**config.mk**
```make
export PLATFORM = sky130hd
export DESIGN_NAME = ezpipe_lsu
export DESIGN_NICKNAME = d
export VERILOG_FILES = /design/src/rtl/ezpipe_pkg.sv /design/src/rtl/ezpipe_lsu_align.sv /design/src/rtl/ezpipe_lsu.sv
export SDC_FILE = /design/constraint.sdc
export NUM_CORES = 1
export LEC_CHECK = 0
export ABC_AREA = 1
export CORE_ASPECT_RATIO = 1.1
export CORE_MARGIN = 5
export CORE_UTILIZATION = 48
export DETAILED_ROUTE_END_ITERATION = 12
export HOLD_SLACK_MARGIN = 0.05
export PLACE_DENSITY_LB_ADDON = 0.3
export SYNTH_ARGS = -nofsm -noshare
export SYNTH_HDL_FRONTEND = slang
export SYNTH_SLANG_ARGS = --single-unit
```
**constraint.sdc**
```tcl
create_clock -name clk -period 4.7 [get_ports clk]
set_input_delay 0.705 -clock clk [delete_from_list [all_inputs] [get_ports clk]]
set_output_delay 0.705 -clock clk [all_outputs]
set_load 0.005 [all_outputs]
```
**src/rtl/ezpipe_pkg.sv**
```systemverilog
// ezpipe_pkg: shared opcodes, funct3 codes, LSU states and error codes
package ezpipe_pkg;
  localparam logic [6:0] OPCODE_LOAD  = 7'b0000011;
  localparam logic [6:0] OPCODE_STORE = 7'b0100011;
  localparam logic [2:0] FUNCT3_LB  = 3'b000;
  localparam logic [2:0] FUNCT3_LH  = 3'b001;
  localparam logic [2:0] FUNCT3_LW  = 3'b010;
  localparam logic [2:0] FUNCT3_LD  = 3'b011;
  localparam logic [2:0] FUNCT3_LBU = 3'b100;
  localparam logic [2:0] FUNCT3_LHU = 3'b101;
  localparam logic [2:0] FUNCT3_LWU = 3'b110;
  localparam logic [2:0] FUNCT3_SB  = 3'b000;
  localparam logic [2:0] FUNCT3_SH  = 3'b001;
  localparam logic [2:0] FUNCT3_SW  = 3'b010;
  localparam logic [2:0] FUNCT3_SD  = 3'b011;
  typedef enum logic [1:0] {LSU_IDLE, LSU_ACCESS, LSU_RESP} lsu_state_t;
  localparam logic [1:0] LSU_ERR_OK       = 2'd0;
  localparam logic [1:0] LSU_ERR_MISALIGN = 2'd1;
  localparam logic [1:0] LSU_ERR_ILLEGAL  = 2'd2;
  localparam logic [1:0] LSU_ERR_TIMEOUT  = 2'd3;
  function automatic logic funct3_legal(input logic is_store, input logic [2:0] f3, input logic xlen64);
    return is_store ? (f3 inside {FUNCT3_SB, FUNCT3_SH, FUNCT3_SW} || (xlen64 && f3 == FUNCT3_SD))
                    : (f3 inside {FUNCT3_LB, FUNCT3_LH, FUNCT3_LW, FUNCT3_LBU, FUNCT3_LHU} ||
                       (xlen64 && f3 inside {FUNCT3_LD, FUNCT3_LWU}));
  endfunction
endpackage

```
**src/rtl/ezpipe_lsu_align.sv**
```systemverilog
// ezpipe_lsu_align: byte-lane steering for stores, lane extraction and extension for loads
module ezpipe_lsu_align import ezpipe_pkg::*; #(
  parameter int XLEN = 32,
  localparam int BE_W = XLEN / 8,
  localparam int LANE_W = $clog2(BE_W)
) (
  input  logic [2:0]        funct3,
  input  logic [LANE_W-1:0] lane,
  input  logic [XLEN-1:0]   wdata,
  input  logic [XLEN-1:0]   rdata,
  output logic [BE_W-1:0]   be,
  output logic [XLEN-1:0]   wdata_lane,
  output logic [XLEN-1:0]   rdata_ext
);
  logic [XLEN-1:0] sh;
  logic            sx;
  // size mask shifted to the lane, store data moved up, load data moved down and extended
  always_comb begin
    be = (funct3[1:0] == 2'd0 ? BE_W'(8'h01) : funct3[1:0] == 2'd1 ? BE_W'(8'h03) :
          funct3[1:0] == 2'd2 ? BE_W'(8'h0f) : BE_W'(8'hff)) << lane;
    wdata_lane = wdata << {lane, 3'b000};
    sh = rdata >> {lane, 3'b000};
    sx = ~funct3[2];
    rdata_ext = funct3[1:0] == 2'd0 ? XLEN'({{56{sx & sh[7]}}, sh[7:0]}) :
                funct3[1:0] == 2'd1 ? XLEN'({{48{sx & sh[15]}}, sh[15:0]}) :
                funct3[1:0] == 2'd2 ? XLEN'({{32{sx & sh[31]}}, sh[31:0]}) : sh;
  end
endmodule

```
**src/rtl/ezpipe_lsu.sv**
```systemverilog
// ezpipe_lsu: single-outstanding load/store unit between EXECUTE and WRITE
module ezpipe_lsu import ezpipe_pkg::*; #(
  parameter int XLEN = 32,
  parameter int ADDR_W = 32,
  parameter int TIMEOUT = 255
) (
  input  logic                clk,
  input  logic                reset,
  input  logic                req_valid,
  output logic                req_ready,
  input  logic                req_is_store,
  input  logic [2:0]          req_funct3,
  input  logic [XLEN-1:0]     req_base,
  input  logic [11:0]         req_offset,
  input  logic [XLEN-1:0]     req_wdata,
  input  logic [4:0]          req_rd,
  input  logic                flush,
  output logic [ADDR_W-1:0]   dbus_addr,
  output logic [XLEN-1:0]     dbus_data_wr,
  output logic [XLEN/8-1:0]   dbus_be,
  output logic                dbus_rd,
  output logic                dbus_wr,
  input  logic [XLEN-1:0]     dbus_data_rd,
  input  logic                dbus_data_ready,
  output logic                resp_valid,
  output logic [4:0]          resp_rd,
  output logic [XLEN-1:0]     resp_data,
  output logic [1:0]          resp_err,
  output logic                busy
);
  localparam int BE_W = XLEN / 8;
  localparam int LANE_W = $clog2(BE_W);
  localparam int CNT_W = TIMEOUT > 0 ? $clog2(TIMEOUT + 1) : 1;
  lsu_state_t        state_q, state_d;
  logic [ADDR_W-1:0] ea, addr_q, addr_d;
  logic [XLEN-1:0]   wdata_q, wdata_d, data_q, data_d, al_wdata, al_rdata;
  logic [BE_W-1:0]   be_q, be_d, al_be;
  logic              rd_q, rd_d, wr_q, wr_d, flushed_q, flushed_d;
  logic [2:0]        f3_q, f3_d, al_f3, amask;
  logic [LANE_W-1:0] lane_q, lane_d, al_lane;
  logic [4:0]        dest_q, dest_d;
  logic [1:0]        err_q, err_d;
  logic [CNT_W-1:0]  cnt_q, cnt_d;
  logic              illegal, bad, idle, tmo;
  // effective address, request checks and aligner input selection
  always_comb begin
    ea = ADDR_W'(req_base) + {{(ADDR_W-12){req_offset[11]}}, req_offset};
    amask = req_funct3[1:0] == 2'd0 ? 3'b000 : req_funct3[1:0] == 2'd1 ? 3'b001 :
            req_funct3[1:0] == 2'd2 ? 3'b011 : 3'b111;
    illegal = !funct3_legal(req_is_store, req_funct3, XLEN == 64);
    bad = illegal || |(ea[2:0] & amask);
    idle = state_q == LSU_IDLE;
    al_f3 = idle ? req_funct3 : f3_q;
    al_lane = idle ? ea[LANE_W-1:0] : lane_q;
    tmo = TIMEOUT != 0 && cnt_q == CNT_W'(TIMEOUT - 1);
  end
  ezpipe_lsu_align #(.XLEN(XLEN)) u_align (
    .funct3     (al_f3),
    .lane       (al_lane),
    .wdata      (req_wdata),
    .rdata      (dbus_data_rd),
    .be         (al_be),
    .wdata_lane (al_wdata),
    .rdata_ext  (al_rdata)
  );
  // next state: accept in IDLE, wait for ready or timeout in ACCESS, one response cycle
  always_comb begin
    state_d = state_q;
    addr_d = addr_q;
    wdata_d = wdata_q;
    be_d = be_q;
    rd_d = rd_q;
    wr_d = wr_q;
    f3_d = f3_q;
    lane_d = lane_q;
    dest_d = dest_q;
    data_d = data_q;
    err_d = err_q;
    cnt_d = cnt_q;
    flushed_d = flushed_q;
    case (state_q)
      LSU_IDLE: if (req_valid && !flush) begin
        f3_d = req_funct3;
        lane_d = ea[LANE_W-1:0];
        data_d = '0;
        cnt_d = '0;
        flushed_d = 1'b0;
        err_d = illegal ? LSU_ERR_ILLEGAL : bad ? LSU_ERR_MISALIGN : LSU_ERR_OK;
        dest_d = bad || req_is_store ? 5'd0 : req_rd;
        state_d = bad ? LSU_RESP : LSU_ACCESS;
        rd_d = !bad && !req_is_store;
        wr_d = !bad && req_is_store;
        addr_d = {ea[ADDR_W-1:LANE_W], LANE_W'(0)};
        be_d = bad ? '0 : al_be;
        wdata_d = !bad && req_is_store ? al_wdata : '0;
      end
      LSU_ACCESS: begin
        flushed_d = flushed_q | flush;
        if (dbus_data_ready || tmo) begin
          rd_d = 1'b0;
          wr_d = 1'b0;
          data_d = dbus_data_ready && rd_q ? al_rdata : '0;
          err_d = dbus_data_ready ? LSU_ERR_OK : LSU_ERR_TIMEOUT;
          dest_d = dbus_data_ready ? dest_q : 5'd0;
          state_d = flushed_q || flush ? LSU_IDLE : LSU_RESP;
        end else cnt_d = cnt_q + 1'b1;
      end
      default: state_d = LSU_IDLE;
    endcase
  end
  // state and bus/response registers; reset drops strobes immediately
  always_ff @(posedge clk or posedge reset) begin
    if (reset) begin
      state_q <= LSU_IDLE;
      addr_q <= '0;
      wdata_q <= '0;
      be_q <= '0;
      rd_q <= 1'b0;
      wr_q <= 1'b0;
      f3_q <= '0;
      lane_q <= '0;
      dest_q <= '0;
      data_q <= '0;
      err_q <= '0;
      cnt_q <= '0;
      flushed_q <= 1'b0;
    end else begin
      state_q <= state_d;
      addr_q <= addr_d;
      wdata_q <= wdata_d;
      be_q <= be_d;
      rd_q <= rd_d;
      wr_q <= wr_d;
      f3_q <= f3_d;
      lane_q <= lane_d;
      dest_q <= dest_d;
      data_q <= data_d;
      err_q <= err_d;
      cnt_q <= cnt_d;
      flushed_q <= flushed_d;
    end
  end
  assign req_ready = idle;
  assign busy = !idle;
  assign dbus_addr = addr_q;
  assign dbus_data_wr = wdata_q;
  assign dbus_be = be_q;
  assign dbus_rd = rd_q;
  assign dbus_wr = wr_q;
  assign resp_valid = state_q == LSU_RESP && !flush;
  assign resp_rd = resp_valid ? dest_q : '0;
  assign resp_data = resp_valid ? data_q : '0;
  assign resp_err = resp_valid ? err_q : '0;
endmodule

```
==> results.toml, run 1 <==
[synth]
synth_edf_count = 0
synth_top_cells_by_count = "578 x nand2_1, 203 x inv_1, 123 x dfrtp_1"
ys_ff_latch = 123
synth_area_leaders = "dfrtp_1 35%, nand2_1 24%, inv_1 8.6%"
ys_seq_area_share_pct = 34.7
synthAdderAreaFrac_pct = 4.88
ys.flop_type = "dfrtp_1"
synth_xor_area_share_pct = 1.38
synthMostInstantiatedCell = "nand2_1"
synth_top_cell_area_share_pct = 34.7
synthSimpleGateAreaFrac_pct = 37.6
syn_area_um2 = 8870
syn_area_per_cell_um2 = 6.33
ys_warn_count = 0
synthMuxAreaShare_pct = 0
synth_compound_area_share_pct = 9.69
synth_cell_type_count = 43
synth_top_family_by_area = "simple AND/OR/NAND/NOR gates"
synth_area_leader_cell = "dfrtp_1"
async_reset_ff_share_pct = 100
synthCells = 1401

[clock_network]
cts-root-buf = "clkbuf_16"
cts_tree = "yes"
post_cts_buffers = 0
cts_buffers = 17
clk_latency_ps = 420
cts_hold_buf = 0
clock_sinks = 123
cts.path.max_buffers = 2
clk_pin_slew_ps = 50
post_cts_resized = 0
ctsHtreeMaxLevel = 4

[finish]
n_fill_cell = 1638
nets = 1767
stdcell_area_um2 = 11900
syn_to_final_growth_pct = 34.3
insertedDiodeCount = 0
fin_util_pct = 65.1
drive_above_1_share_pct = 4.50

[critical_path]
critPathKind = "primary input to output port"
worstPathRequired_ps = 3990
arrival_ps = 2930
critPathTopFamily = "buffers and inverters"
cp_num_buf_inv = 3
critPathSlowestCell = "clkdlybuf4s50_1"
cp_slowest_stage_delay_ps = 560
crit_chain = "clkdlybuf4s50_1 > nor3_1 > inv_1 > nor2_1 > clkdlybuf4s50_1"
path_common_cell = "clkdlybuf4s50_1"
end_kind = "output port"
crit_fanout = 39
cp-start-kind = "primary input"

[sta]
final.setup.tns_ps = 0
grt_setup_unrepaired = "false"
hold_viol = 0
worst_pin_slew_ps = 1110
fin_ws_ps = 1070
slew_viol_final = 0
period_needed_ps = 3630
fin_skew_ps = 9.49
clock.fmax_mhz = 275
max-slew-margin-rel_pct = 25.9
fin_crit_sh_pct = 77.2
setup_viol = 0

[global_routing]
grt_pass1_vias = 9043
grt_pass1_wl_um = 44400
grt_use_total_pct = 25.3
grt_max_degree = 124
antenna_found_initial = 0
grt_overflow = 0

[routing]
drt_iter0_drc = 801
drtPass1Iterations = 6
wire_per_inst_um = 14.7
drt_wl_total_um = 27400
drcViolationCount = 0
viasPerCell = 5.12
ant_nets = 0
num_vias = 9551

[floorplan]
io_pins = 234
start_util_pct = 48.5
die-area_um2 = 21300
die_y_um = 153
core_area_um2 = 18300
die_x_um = 140
num_rows = 52

[placement]
post-place-ws_ps = 1040
place.port_buffers = 231
gp_congestion = 0.902
dpl_cell_area_um2 = 11300
dp_hpwl_um = 20600

[power_and_ir_drop]
leakage_uw = 0.00612
peakVddDrop_v = 0.000253
powerDensity_nw_per_um2 = 431

[flow_run]
maxCapViolations = 0

[worst_hold_path]
hp-class = "register to register"

[status]
outcome = "completed"
==> worst paths after layout <==
check / startpoint / endpoint / slack, ps / depth (start not counted)
max: flush / resp_data[9] / 1070 / 5
min: dbus_wr$_DFFE_PP0P_ / dbus_wr$_DFFE_PP0P_ / 480 / 2
max reg2reg: state_q[1]$_DFFE_PP0P_ / data_q[20]$_DFFE_PP0P_ / 2150 / 12
min reg2reg: dbus_wr$_DFFE_PP0P_ / dbus_wr$_DFFE_PP0P_ / 480 / 2
max in group asynchronous: reset / dbus_data_wr[17]$_DFFE_PP0P_ / 3360 / 3
min in group asynchronous: reset / dbus_addr[3]$_DFFE_PP0P_ / 770 / 3
==> cell usage in the layout (no fill, tap or decap), drive strengths merged <==
cell / synthesis / routed
o22ai: 8 / 8
or2: 12 / 12
ha: 33 / 33
clkbuf: 24 / 19
clkinvlp: 0 / 6
dfrtp: 123 / 123
o31ai: 6 / 6
o21bai: 2 / 2
a31oi: 8 / 8
xnor2: 11 / 11
bufinv: 0 / 2
conb: 1 / 2
o21ai: 94 / 94
nor2: 109 / 109
nand3b: 4 / 4
clkdlybuf4s50: 0 / 231
nand4: 8 / 8
nand2: 581 / 581
and2: 2 / 2
inv: 210 / 212
nand3: 95 / 95
buf: 24 / 7
o211ai: 8 / 8
xor2: 3 / 3
a21o: 1 / 1
a31o: 1 / 1
a21oi: 25 / 25
fa: 1 / 1
a32oi: 1 / 1
nor3: 6 / 6
clkinv: 0 / 3
==> power breakdown <==
group / total (uW) / switching, uW / internal, uW
registers: 1470 / 156 / 1320
clock network: 1320 / 507 / 810
logic: 2340 / 1370 / 969
total: 5130 / 2030 / 3100
==> sequential cells by signal (all words and copies together) (netlist names) <==
signal and cells:
lane_q 2, data_q 32, flushed_q 1, dbus_wr 1
state_q 2, dbus_rd 1, dbus_be 4, dbus_data_wr 32
dbus_addr 30, dest_q 5, err_q 2, cnt_q 8
f3_q 3
==> metal layers <==
layer / track usage, % / vias to the layer above / routed length (um)
met5: 0 / - / 0
met1: 31.4 / 4355 / 11300
met2: 42.8 / 372 / 13300
met3: 5.43 / 73 / 1790
met4: 10.2 / 0 / 967
li1: - / 4751 / -
==> layout make-up <==
cell class                 instances  area (um2)  area share, %
inverter                         210         793           6.66
sequential                       123        3080           25.9
multi-input combinational       1021        4760           40.0
clock inverter                    13         141           1.19
clock buffer                      19         453           3.80
tap                              243         304           2.55
timing repair buffer             238        2380           20.0
==> worst register-to-register path: stages, from the launching register on <==
cell     delay [ps]
dfrtp_1         440
nor2_4          370
nand2_1         120
nand2_2         450
buf_4           500
nand2_1          80
o21ai_0         110
nand2_1          80
nand2_1          60
inv_1            40
nor2_1          100
nand2_1          60
nand2_1          80
==> per-stage QoR <==
step / total power [uW] / hold slack, ps / std cells
floorplan: 2910 / 448 / 1402
global placement: 3760 / 462 / 1835
detailed placement: 3790 / 464 / 1835
CTS: 5140 / 481 / 1867
global route: 5510 / 502 / 1867
finish: 5130 / 476 / 1867
==> cells by family (layout without fill, tap and decap cells) <==
logic type	Yosys count	after routing
flops	123	123
other cells	1	2
simple gates	817	817
compound gates	154	154
xor+xnor	14	14
fa+ha+maj	34	34
buf+inv	258	480
(Power assumes the default switching activity.)
==> run 2, diff against run 1 <==
- CORE_UTILIZATION: 48 -> 45
- clock period: 4.7 -> 3 ns (I/O delays scaled with it)
==> run 2 against run 1 <==
- setup slack lost 820 ps
- highest routed layer unchanged
- largest power group unchanged
- critical path type unchanged
- global-route usage shrank 0.77 points
- clock-buffer cell count grew 1
- sequential power grew 58%
- combinational power grew 61%
- cell count grew 0.86%
- clock power grew 77%
- utilization shrank 2.1 points
- critical endpoint is now resp_data[8]
- routed wire length grew 1.4%
- register-to-register slack lost 1300 ps
==> results.toml, run 2 (synthesis results as in run 1) <==
[critical_path]
reg2reg_depth = 12
rr_startpoint = "state_q[1]$_DFFE_PP0P_"
critPathKind = "primary input to output port"
crit_fanout = 39
rr_endpoint = "data_q[29]$_DFFE_PP0P_"
arrival_ps = 2300
r2r_slack_ps = 810
worstPathRequired_ps = 2550
cp-start-kind = "primary input"
end_kind = "output port"

[sta]
fin_hold_ws_ps = 394
period_needed_ps = 2750
worst_pin_slew_ps = 891
setup_viol = 0
clock.fmax_mhz = 364
fin_ws_ps = 252
hold_viol = 0
final.setup.tns_ps = 0
max-slew-margin-rel_pct = 40.6
fin_skew_ps = 9.55
grt_setup_unrepaired = "false"
fin_crit_sh_pct = 91.6
slew_viol_final = 0

[power_and_ir_drop]
peakVddDrop_v = 0.000435
seqPwrFrac_pct = 27.5
power_frac_clock_pct = 27.8
p_comb_share_pct = 44.7
leakage_uw = 0.00623
powerDensity_nw_per_um2 = 695
swShare_pct = 38.3
intPower_uw = 5190
switchingPower_uw = 3230

[routing]
drt_iter0_drc = 718
viasPerCell = 5.03
drtPass1Iterations = 6
drcViolationCount = 0
ant_nets = 0
wire_per_inst_um = 14.8
drt_wl_total_um = 27800
num_vias = 9480

[global_routing]
grt_pass1_vias = 8938
grt_max_degree = 88
grt_overflow = 0
grt_use_total_pct = 24.5
grt_pass1_wl_um = 44700
antenna_found_initial = 0

[finish]
drive_above_1_share_pct = 5.20
syn_to_final_growth_pct = 36.7
n_fill_cell = 1826
fin_util_pct = 63.0
layoutNonFillerInstCount = 1883
final_cell_mix = "577 x nand2_1, 231 x clkdlybuf4s50_1, 202 x inv_1"
insertedDiodeCount = 0
nets = 1779
layout_commonest_cell = "nand2_1"

[clock_network]
post_cts_buffers = 0
clk_pin_slew_ps = 60
cts_tree = "yes"
cts_hold_buf = 0
clock_sinks = 123
post_cts_resized = 0
clk_latency_ps = 420
cts_buffers = 17
cts.path.max_buffers = 2
cts-root-buf = "clkbuf_16"
ctsHtreeMaxLevel = 4

[worst_hold_path]
hp-class = "primary input to async pin"

[floorplan]
die-area_um2 = 22600
num_rows = 53
core_area_um2 = 19200
start_util_pct = 46.1
die_x_um = 144
io_pins = 234
die_y_um = 157

[placement]
post-place-ws_ps = 80.5
dp_hpwl_um = 21400
gp_congestion = 0.921
dp.cells = 1851
place.port_buffers = 231

[status]
outcome = "completed"

[flow_run]
maxCapViolations = 0
==> run 2: cell count changes in the layout (fill, tap and decap cells not counted), sizes merged <==
cell,before,now
clkbuf,19,20
clkinv,3,1
buf,7,19
clkinvlp,6,4
bufinv,2,5
==> run 2: per-stage QoR <==
| stage | total power [uW] | instance area, um2 |
|---|---|---|
| 3_5_place_dp | 6050 | 11400 |
| 6_report | 8420 | 12100 |
| 3_3_place_gp | 6010 | 11400 |
| 4_1_cts | 8450 | 12100 |
| 5_1_grt | 9030 | 12100 |
| 2_1_floorplan | 4560 | 8870 |
==> run 2: critical path: stages <==
cell,delay (ps)
clkdlybuf4s50_1,470
nor3_1,270
inv_1,60
buf_4,250
nor2_1,230
clkdlybuf4s50_1,560
==> run 2: final cells by class <==
cell class                 count  area [um2]  area share [%]
timing repair buffer         250        2500            20.7
sequential                   123        3080            25.4
tap                          247         309            2.55
clock buffer                  20         467            3.85
multi-input combinational   1021        4760            39.3
clock inverter                12         208            1.71
inverter                     210         795            6.56
==> run 2: how the worst max path moves through the flow <==
stage / from / endpoint / slack [ps] / depth (start not counted)
finish: flush / resp_data[8] / 250 / 6
global route: state_q[1]$_DFFE_PP0P_ / resp_data[8] / 180 / 6
CTS: flush / resp_data[8] / 250 / 6
detailed placement: req_base[0] / data_q[30]$_DFFE_PP0P_ / 80 / 15
global placement: req_base[0] / data_q[21]$_DFFE_PP0P_ / 130 / 15
floorplan: req_base[0] / dbus_data_wr[30]$_DFFE_PP0P_ / 730 / 12
==> run 2: per-layer routing <==
layer,part of all wire (%),up-vias,global-route usage (%)
met5,0,-,0
met4,3.1,0,9.10
met3,6.2,52,5.01
met2,48,305,40.6
met1,42,4339,31.6
li1,-,4784,-
==> run 2: power by group through the flow <==
stage	Clock, uW	Sequential [uW]	Combinational, uW
after floorplan	0	2320	2240
after global placement	0	2330	3680
after detailed placement	0	2330	3720
after CTS	2370	2320	3760
after global routing	2450	2380	4200
final	2340	2320	3760
==> run 3, diff against run 2 <==
- CORE_UTILIZATION: 45 -> 46
- CTS_BUF_LIST: not set -> sky130_fd_sc_hd__clkbuf_4 sky130_fd_sc_hd__clkbuf_8
==> run 3 against run 2 <==
- design area shrank 1.8%
- largest cell class unchanged
- sequential share of layout area grew 0.47 points
- clock skew grew 4.9 ps
==> results.toml, run 3 (synthesis results as in run 1) <==
[power_and_ir_drop]
swShare_pct = 41.4
intPower_uw = 4520
power_frac_clock_pct = 20.7
powerDensity_nw_per_um2 = 648
p_comb_share_pct = 49.1
peakVddDrop_v = 0.000342
switchingPower_uw = 3190
seqPwrFrac_pct = 30.2
leakage_uw = 0.00614

[clock_network]
post_cts_resized = 0
clock_sinks = 123
cts.path.max_buffers = 2
ctsHtreeMaxLevel = 4
clk_latency_ps = 450
cts_hold_buf = 0
cts_tree = "yes"
cts-root-buf = "clkbuf_8"
clk_pin_slew_ps = 80
cts_buffers = 17
post_cts_buffers = 0

[critical_path]
r2r_slack_ps = 590
crit_fanout = 34
arrival_ps = 2330
end_kind = "output port"
reg2reg_depth = 8
cp-start-kind = "primary input"
critPathKind = "primary input to output port"
worstPathRequired_ps = 2550

[finish]
n_fill_cell = 1761
final_cell_mix = "577 x nand2_1, 231 x clkdlybuf4s50_1, 202 x inv_1"
nets = 1781
regArea_um2 = 3080
layout_commonest_cell = "nand2_1"
multi_input_area_um2 = 4770
insertedDiodeCount = 0
syn_to_final_growth_pct = 34.2
drive_above_1_share_pct = 5.31

[routing]
drtPass1Iterations = 6
drt_wl_total_um = 27100
drcViolationCount = 0
num_vias = 9414
ant_nets = 0
viasPerCell = 4.99
drt_iter0_drc = 679
wire_per_inst_um = 14.4

[global_routing]
antenna_found_initial = 0
grt_max_degree = 124
grt_use_total_pct = 24.6
grt_pass1_wl_um = 44000
grt_overflow = 0
grt_pass1_vias = 8733

[sta]
hold_viol = 0
fin_crit_sh_pct = 92.6
final.setup.tns_ps = 0
worst_pin_slew_ps = 1080
setup_viol = 0
period_needed_ps = 2780
fin_skew_ps = 14.4
max-slew-margin-rel_pct = 27.1
grt_setup_unrepaired = "false"
fin_ws_ps = 222
slew_viol_final = 0
clock.fmax_mhz = 360

[floorplan]
die_x_um = 142
core_area_um2 = 19000
die-area_um2 = 22200
die_y_um = 156
start_util_pct = 46.6
num_rows = 53
io_pins = 234

[status]
outcome = "completed"

[placement]
post-place-ws_ps = 84.5
dp_hpwl_um = 20900
place.port_buffers = 231
gp_congestion = 0.927

[flow_run]
maxCapViolations = 0

[worst_hold_path]
hold_depth = 2
hp-class = "register to register"
[run 3: cell count changes in the layout (fill, tap and decap cells not counted), sizes merged]
cell / delta
buf: +2
bufinv: -2
clkbuf: -3
clkinv: +2
inv: +3
[run 3: power groups by stage]
stage                     sequential (uW)  combinational, uW  clock [uW]
after floorplan                      2320               2240           0
after global placement               2340               3720           0
after detailed placement             2350               3760           0
after CTS                            2330               3780        1630
after global routing                 2380               4240        1720
final                                2320               3790        1600
[run 3: worst max-delay path, cell delays in order]
cell             delay (ps)
clkdlybuf4s50_1         470
nor3_1                  350
inv_1                   150
buf_12                  190
nor2_1                  160
clkdlybuf4s50_1         530
[run 3: path summary, 6_finish.rpt]
path	startpoint	to
min in group asynchronous	reset	dbus_addr[6]$_DFFE_PP0P_
worst max register to register	state_q[0]$_DFFE_PP0P_	cnt_q[2]$_DFFE_PP0P_
worst min register to register	data_q[18]$_DFFE_PP0P_	data_q[18]$_DFFE_PP0P_
worst min-delay path	data_q[18]$_DFFE_PP0P_	data_q[18]$_DFFE_PP0P_
worst max-delay path	flush	resp_data[0]
max in group asynchronous	reset	dbus_addr[21]$_DFFE_PP0P_
[run 3: per-layer routing]
metal	vias to the layer above	part of all wire, %	wire, um	track usage, %
met5	-	0	0	0
met4	0	3.2	859	8.24
met3	58	7.1	1920	4.69
met2	334	48	13000	40.5
met1	4234	42	11300	32.7
li1	4788	-	-	-
[run 3: cell type report]
type	count	share of cell area, %
Sequential cell	123	25.9
Timing Repair Buffer	252	21.3
Inverter	210	6.68
Tap cell	247	2.60
Clock inverter	15	1.57
Multi-Input combinational cell	1021	40.1
Clock buffer	17	1.97
[run 3: through the flow]
step | hold WS [ps] | utilization, % | power [uW] | instance area (um2) | instances
global placement | 463 | 60.3 | 6060 | 11500 | 1853
global route | 510 | 62.5 | 8340 | 11900 | 1885
detailed placement | 464 | 60.3 | 6110 | 11500 | 1853
floorplan | 448 | - | 4560 | 8870 | 1402
finish | 483 | 62.5 | 7710 | 11900 | 1885
CTS | 486 | 62.5 | 7740 | 11900 | 1885
==> patch 1 (flow settings as in run 3) <==
`TIMEOUT`: 255 -> 510.
--- a/src/rtl/ezpipe_lsu.sv
+++ b/src/rtl/ezpipe_lsu.sv
@@ -2,7 +2,7 @@
 module ezpipe_lsu import ezpipe_pkg::*; #(
   parameter int XLEN = 32,
   parameter int ADDR_W = 32,
-  parameter int TIMEOUT = 255
+  parameter int TIMEOUT = 510
 ) (
   input  logic                clk,
   input  logic                reset,
Function: no difference found for any inputs over 4 cycles, from zero or initial values and one cycle with reset high; that may be too few to reach the edited logic, so the function may still have changed.
==> patch 1 against run 3 <==
Sequential share of layout area about the same. Synthesized area increased by 0.38%. Routed wire length increased by 3.5%. Sequential cell count increased by 1. Utilization increased by 0.18 points. Total power increased by 3.0%. Register-to-register slack improved by 320 ps. Worst hold slack got worse by 0.86 ps. Setup slack got worse by 14 ps. Final area increased by 0.63%. Critical path type is now flip-flop to output pin.
==> patch 1: results (changes against run 3) <==
clk root buf clkbuf_8; DP Wirelength 21180 um (+1.5%); Total Routing Usage GR 24.78% (+0.19 points); Iter 0 DRT Violations 569 (-16%); Worst Tran Pin Value 832.8 ps (-249.7 ps); # diodes 0 (unchanged); first drt pass iteration count 8 (+2); post-synthesis average cell area 6.417 um^2 (+1.4%); largest net degree at the start of global routing 125 (+0.81%); Pleak 6.051 nW (-1.4%); highest net fanout along the worst path 39 (+15%); post-synthesis xor/xnor area fraction 1.574% (+0.19 points); post-route insts no fill 1870 (-0.80%); H-tree levels 4 (unchanged); critical hold path startpoint data_q[17]; clock tree buffer depth 2 (unchanged); final setup TNS 0 ps (unchanged); largest cells by area after synthesis dfrtp_1 35%, nand2_1 22%, inv_1 8.6%; Worst Path Arrival approximately 2300 ps; RePlAce Congestion 0.9426 (+1.7%); first-pass GRT wire length 44590 um (+1.3%); layout cell share with drive strength beyond 1 5.360% (+0.049 points); vias in the first global route 8968 (+2.7%); Max Clock Skew 12.13 ps (-2.280 ps); Post-Synth Adder-Cell Area 4.864% (-0.019 points); asr flop ratio synth 100.0% (unchanged); compound-gate portion of the synthesized area 11.32% (+1.6 points); CP peak stage delay 570 ps (+40 ps); Yosys cell types 40 (-7.0%); status finished clean; number of port buffers 231 (unchanged); Placed Instances 1838 (-0.81%); Commonest cells post-synth 520 x nand2_1, 204 x inv_1, 124 x dfrtp_1, 111 x nor2_1, 100 x o21ai_0; Primary FF master, synth dfrtp_1; Worst Setup SP state_q[1]; vias per inst 5.068 (+1.5%); Routed WL 28070 um (+3.5%); post-synthesis sequential area ratio 34.86% (+0.15 points); VDD IR-drop max 446.5 uV (+31%)
-- patch 1: worst reg2reg max path, cell delays in order, from the launching register on --
cell and delay [ps]:
dfrtp_1 430, inv_2 90, nor2_4 250, inv_2 150
nor2_2 140, nand2_1 140, o21ai_2 80, buf_4 250
inv_2 210, nand2_1 120, o21ai_0 90
-- patch 1: per-stage QoR --
| step | instance area [um^2] | worst slack [ps] |
|---|---|---|
| 2_1_floorplan | 8909 | 773.6 |
| 3_3_place_gp | 11480 | 153.1 |
| 3_5_place_dp | 11480 | 70.18 |
| 4_1_cts | 11980 | 188.4 |
| 5_1_grt | 11980 | 20.02 |
| 6_report | 11980 | 207.7 |
-- patch 1: worst paths after layout --
| kind | slack [ps] | end | cells after the start |
|---|---|---|---|
| min reg2reg | 480 | data_q[17] | 2 |
| min in group asynchronous | 520 | dbus_addr[5] | 3 |
| max in group asynchronous | 1960 | dbus_addr[22] | 3 |
| max | 210 | resp_data[8] | 6 |
| min | 480 | data_q[17] | 2 |
| max reg2reg | 910 | dbus_rd | 10 |
-- patch 1: cell type report --
cell class                 instances  area (um^2)
clock buffer                      19        261.5
clock inverter                    13        234.0
fill                            1787         7122
inverter                         214        807.0
multi-input combinational       1000         4722
sequential                       124         3103
tap                              247        309.0
timing repair buffer             253         2540
-- patch 1: power by group --
part | leakage, nW | internal (W) | switching [W]
sequential | 1.66 | 0.00205 | 0.000237
combinational | 4.15 | 0.00158 | 0.00219
clock | 0.239 | 0.00112 | 0.000753
-- patch 1: metal layers --
metal	vias up	share of wire [%]	track usage (%)
li1	4769	-	-
met1	4334	42	32.06
met2	314	48	40.73
met3	61	6.4	5.212
met4	0	3.3	9.552
met5	-	0	0
==> patch 2 (config.mk and constraints of run 3) <==
Made on the original files. Take the reset off `addr_q` and load it in a clocked block of its own.
--- a/src/rtl/ezpipe_lsu.sv
+++ b/src/rtl/ezpipe_lsu.sv
@@ -112,7 +112,6 @@
   always_ff @(posedge clk or posedge reset) begin
     if (reset) begin
       state_q <= LSU_IDLE;
-      addr_q <= '0;
       wdata_q <= '0;
       be_q <= '0;
       rd_q <= 1'b0;
@@ -126,7 +125,6 @@
       flushed_q <= 1'b0;
     end else begin
       state_q <= state_d;
-      addr_q <= addr_d;
       wdata_q <= wdata_d;
       be_q <= be_d;
       rd_q <= rd_d;
@@ -139,6 +137,10 @@
       cnt_q <= cnt_d;
       flushed_q <= flushed_d;
     end
+  end
+
+  always_ff @(posedge clk) begin
+    addr_q <= addr_d;
   end
   assign req_ready = idle;
   assign busy = !idle;
Formal check against the unedited RTL: not equivalent (Yosys sat finds a counterexample within 4 cycles, from zero or initial values and one cycle with reset high).
==> patch 2 against run 3 <==
First-iteration DRC count shrank 9.0%. Final cell count is 6.7% lower. Synthesized cell count shrank 8.6%. Synthesized area fell by 3.1%. Routed wire length down 3.8%. Global-route usage is 0.61 points lower. Setup slack worse by 65 ps. Final area is 2.9% lower. Sequential cell count stayed put. Clock skew grew 3.5 ps. Count of clock-buffer cells in the layout rose by 2.
Power is not compared: it rests on default switching activity, and its combinational part moved more than twofold at a synthesized area within 25%.
==> patch 2: results (changes against run 3) <==
status finished clean; PnR Total Power 0.005164 W; Max Clock Skew 17.89 ps (+3.474 ps); Placed Instances 1727 (-6.8%); first-pass GRT wire length 42080 um (-4.4%); wire per inst 14.83 um (+3.1%); DP Area 11170 um^2 (-2.7%); DP Wirelength 20140 um (-3.5%); compound-gate portion of the synthesized area 11.60% (+1.9 points); Iter 0 DRT Violations 618 (-9.0%); Post-CTS Setup Repair Bufs 0 (unchanged); post-synthesis sequential area ratio 37.55% (+2.8 points); vias per inst 5.097 (+2.1%); CP peak stage delay 550 ps (+20 ps); Yosys cell types 37 (-14%); relative slew slack 56.05% (+29 points); vias in the first global route 8460 (-3.1%); Post-Synth Adder-Cell Area 5.036% (+0.15 points); Area Growth Syn to Fin 34.50%; Total Routing Usage GR 23.98% (-0.61 points); HP Class primary input to async pin; post-synthesis xor/xnor area fraction 1.732% (+0.35 points); largest cells by area after synthesis dfrtp_1 27%, nand2_1 20%, edfxtp_1 10%; first drt pass iteration count 8 (+2); asr flop ratio synth 75.61% (-24 points); layout cell share with drive strength beyond 1 4.749% (-0.56 points); Commonest cells post-synth 463 x nand2_1, 181 x inv_1, 101 x nor2_1, 93 x dfrtp_1, 90 x nand3_1; highest net fanout along the worst path 38 (+12%); post-route insts no fill 1759 (-6.7%); Worst Path Arrival 2390 ps (+60 ps); largest net degree at the start of global routing 66 (-47%); Final Net Count 1659 (-6.9%); RePlAce Congestion 0.9239 (-0.28%); EDFF count, synth 30 (+30); number of antenna violations at the first check in global routing 1 (+1)
-- patch 2: cell types whose count changed after synthesis, moves of 7 or more --
| cell | before | now |
|---|---|---|
| dfrtp_1 | 123 | 93 |
| or2_2 | 11 | 1 |
| buf_2 | 12 | 22 |
| clkbuf_1 | 23 | 11 |
| xor2_1 | 3 | 16 |
| a21oi_1 | 25 | 69 |
| o21ai_1 | 21 | 14 |
| o21ai_0 | 70 | 57 |
| inv_1 | 203 | 181 |
| xnor2_1 | 11 | 1 |
| edfxtp_1 | 0 | 30 |
| nand2_1 | 578 | 463 |
-- patch 2: final timing paths --
| check | start | to | slack [ps] | depth (start not counted) |
|---|---|---|---|---|
| worst max register to register | state_q[1] | data_q[18] | 630 | 8 |
| min in group clk | data_q[19] | data_q[19] | 480 | 2 |
| worst min-delay path | reset | cnt_q[6] | 460 | 2 |
| worst max-delay path | state_q[1] | resp_data[4] | 160 | 6 |
| max in group asynchronous | reset | dbus_data_wr[1] | 1880 | 3 |
| worst min register to register | data_q[19] | data_q[19] | 480 | 2 |
-- patch 2: cell type report --
type,count,area share [%]
repair buffers,247,21.58
well taps,243,2.630
clock buffers,19,2.208
clock inverters,13,1.212
multi-input cells,929,38.42
flip-flops and latches,123,27.92
inverters,185,6.028
-- patch 2: per-layer routing --
| layer | track usage [%] | part of all wire, % | wire, um | vias to the layer above |
|---|---|---|---|---|
| met3 | 5.500 | 6.9 | 1802 | 61 |
| li1 | - | - | - | 4517 |
| met5 | 0 | 0.050 | 13 | - |
| met2 | 38.82 | 47 | 12340 | 315 |
| met1 | 30.92 | 42 | 11050 | 4071 |
| met4 | 9.922 | 3.4 | 880 | 2 |
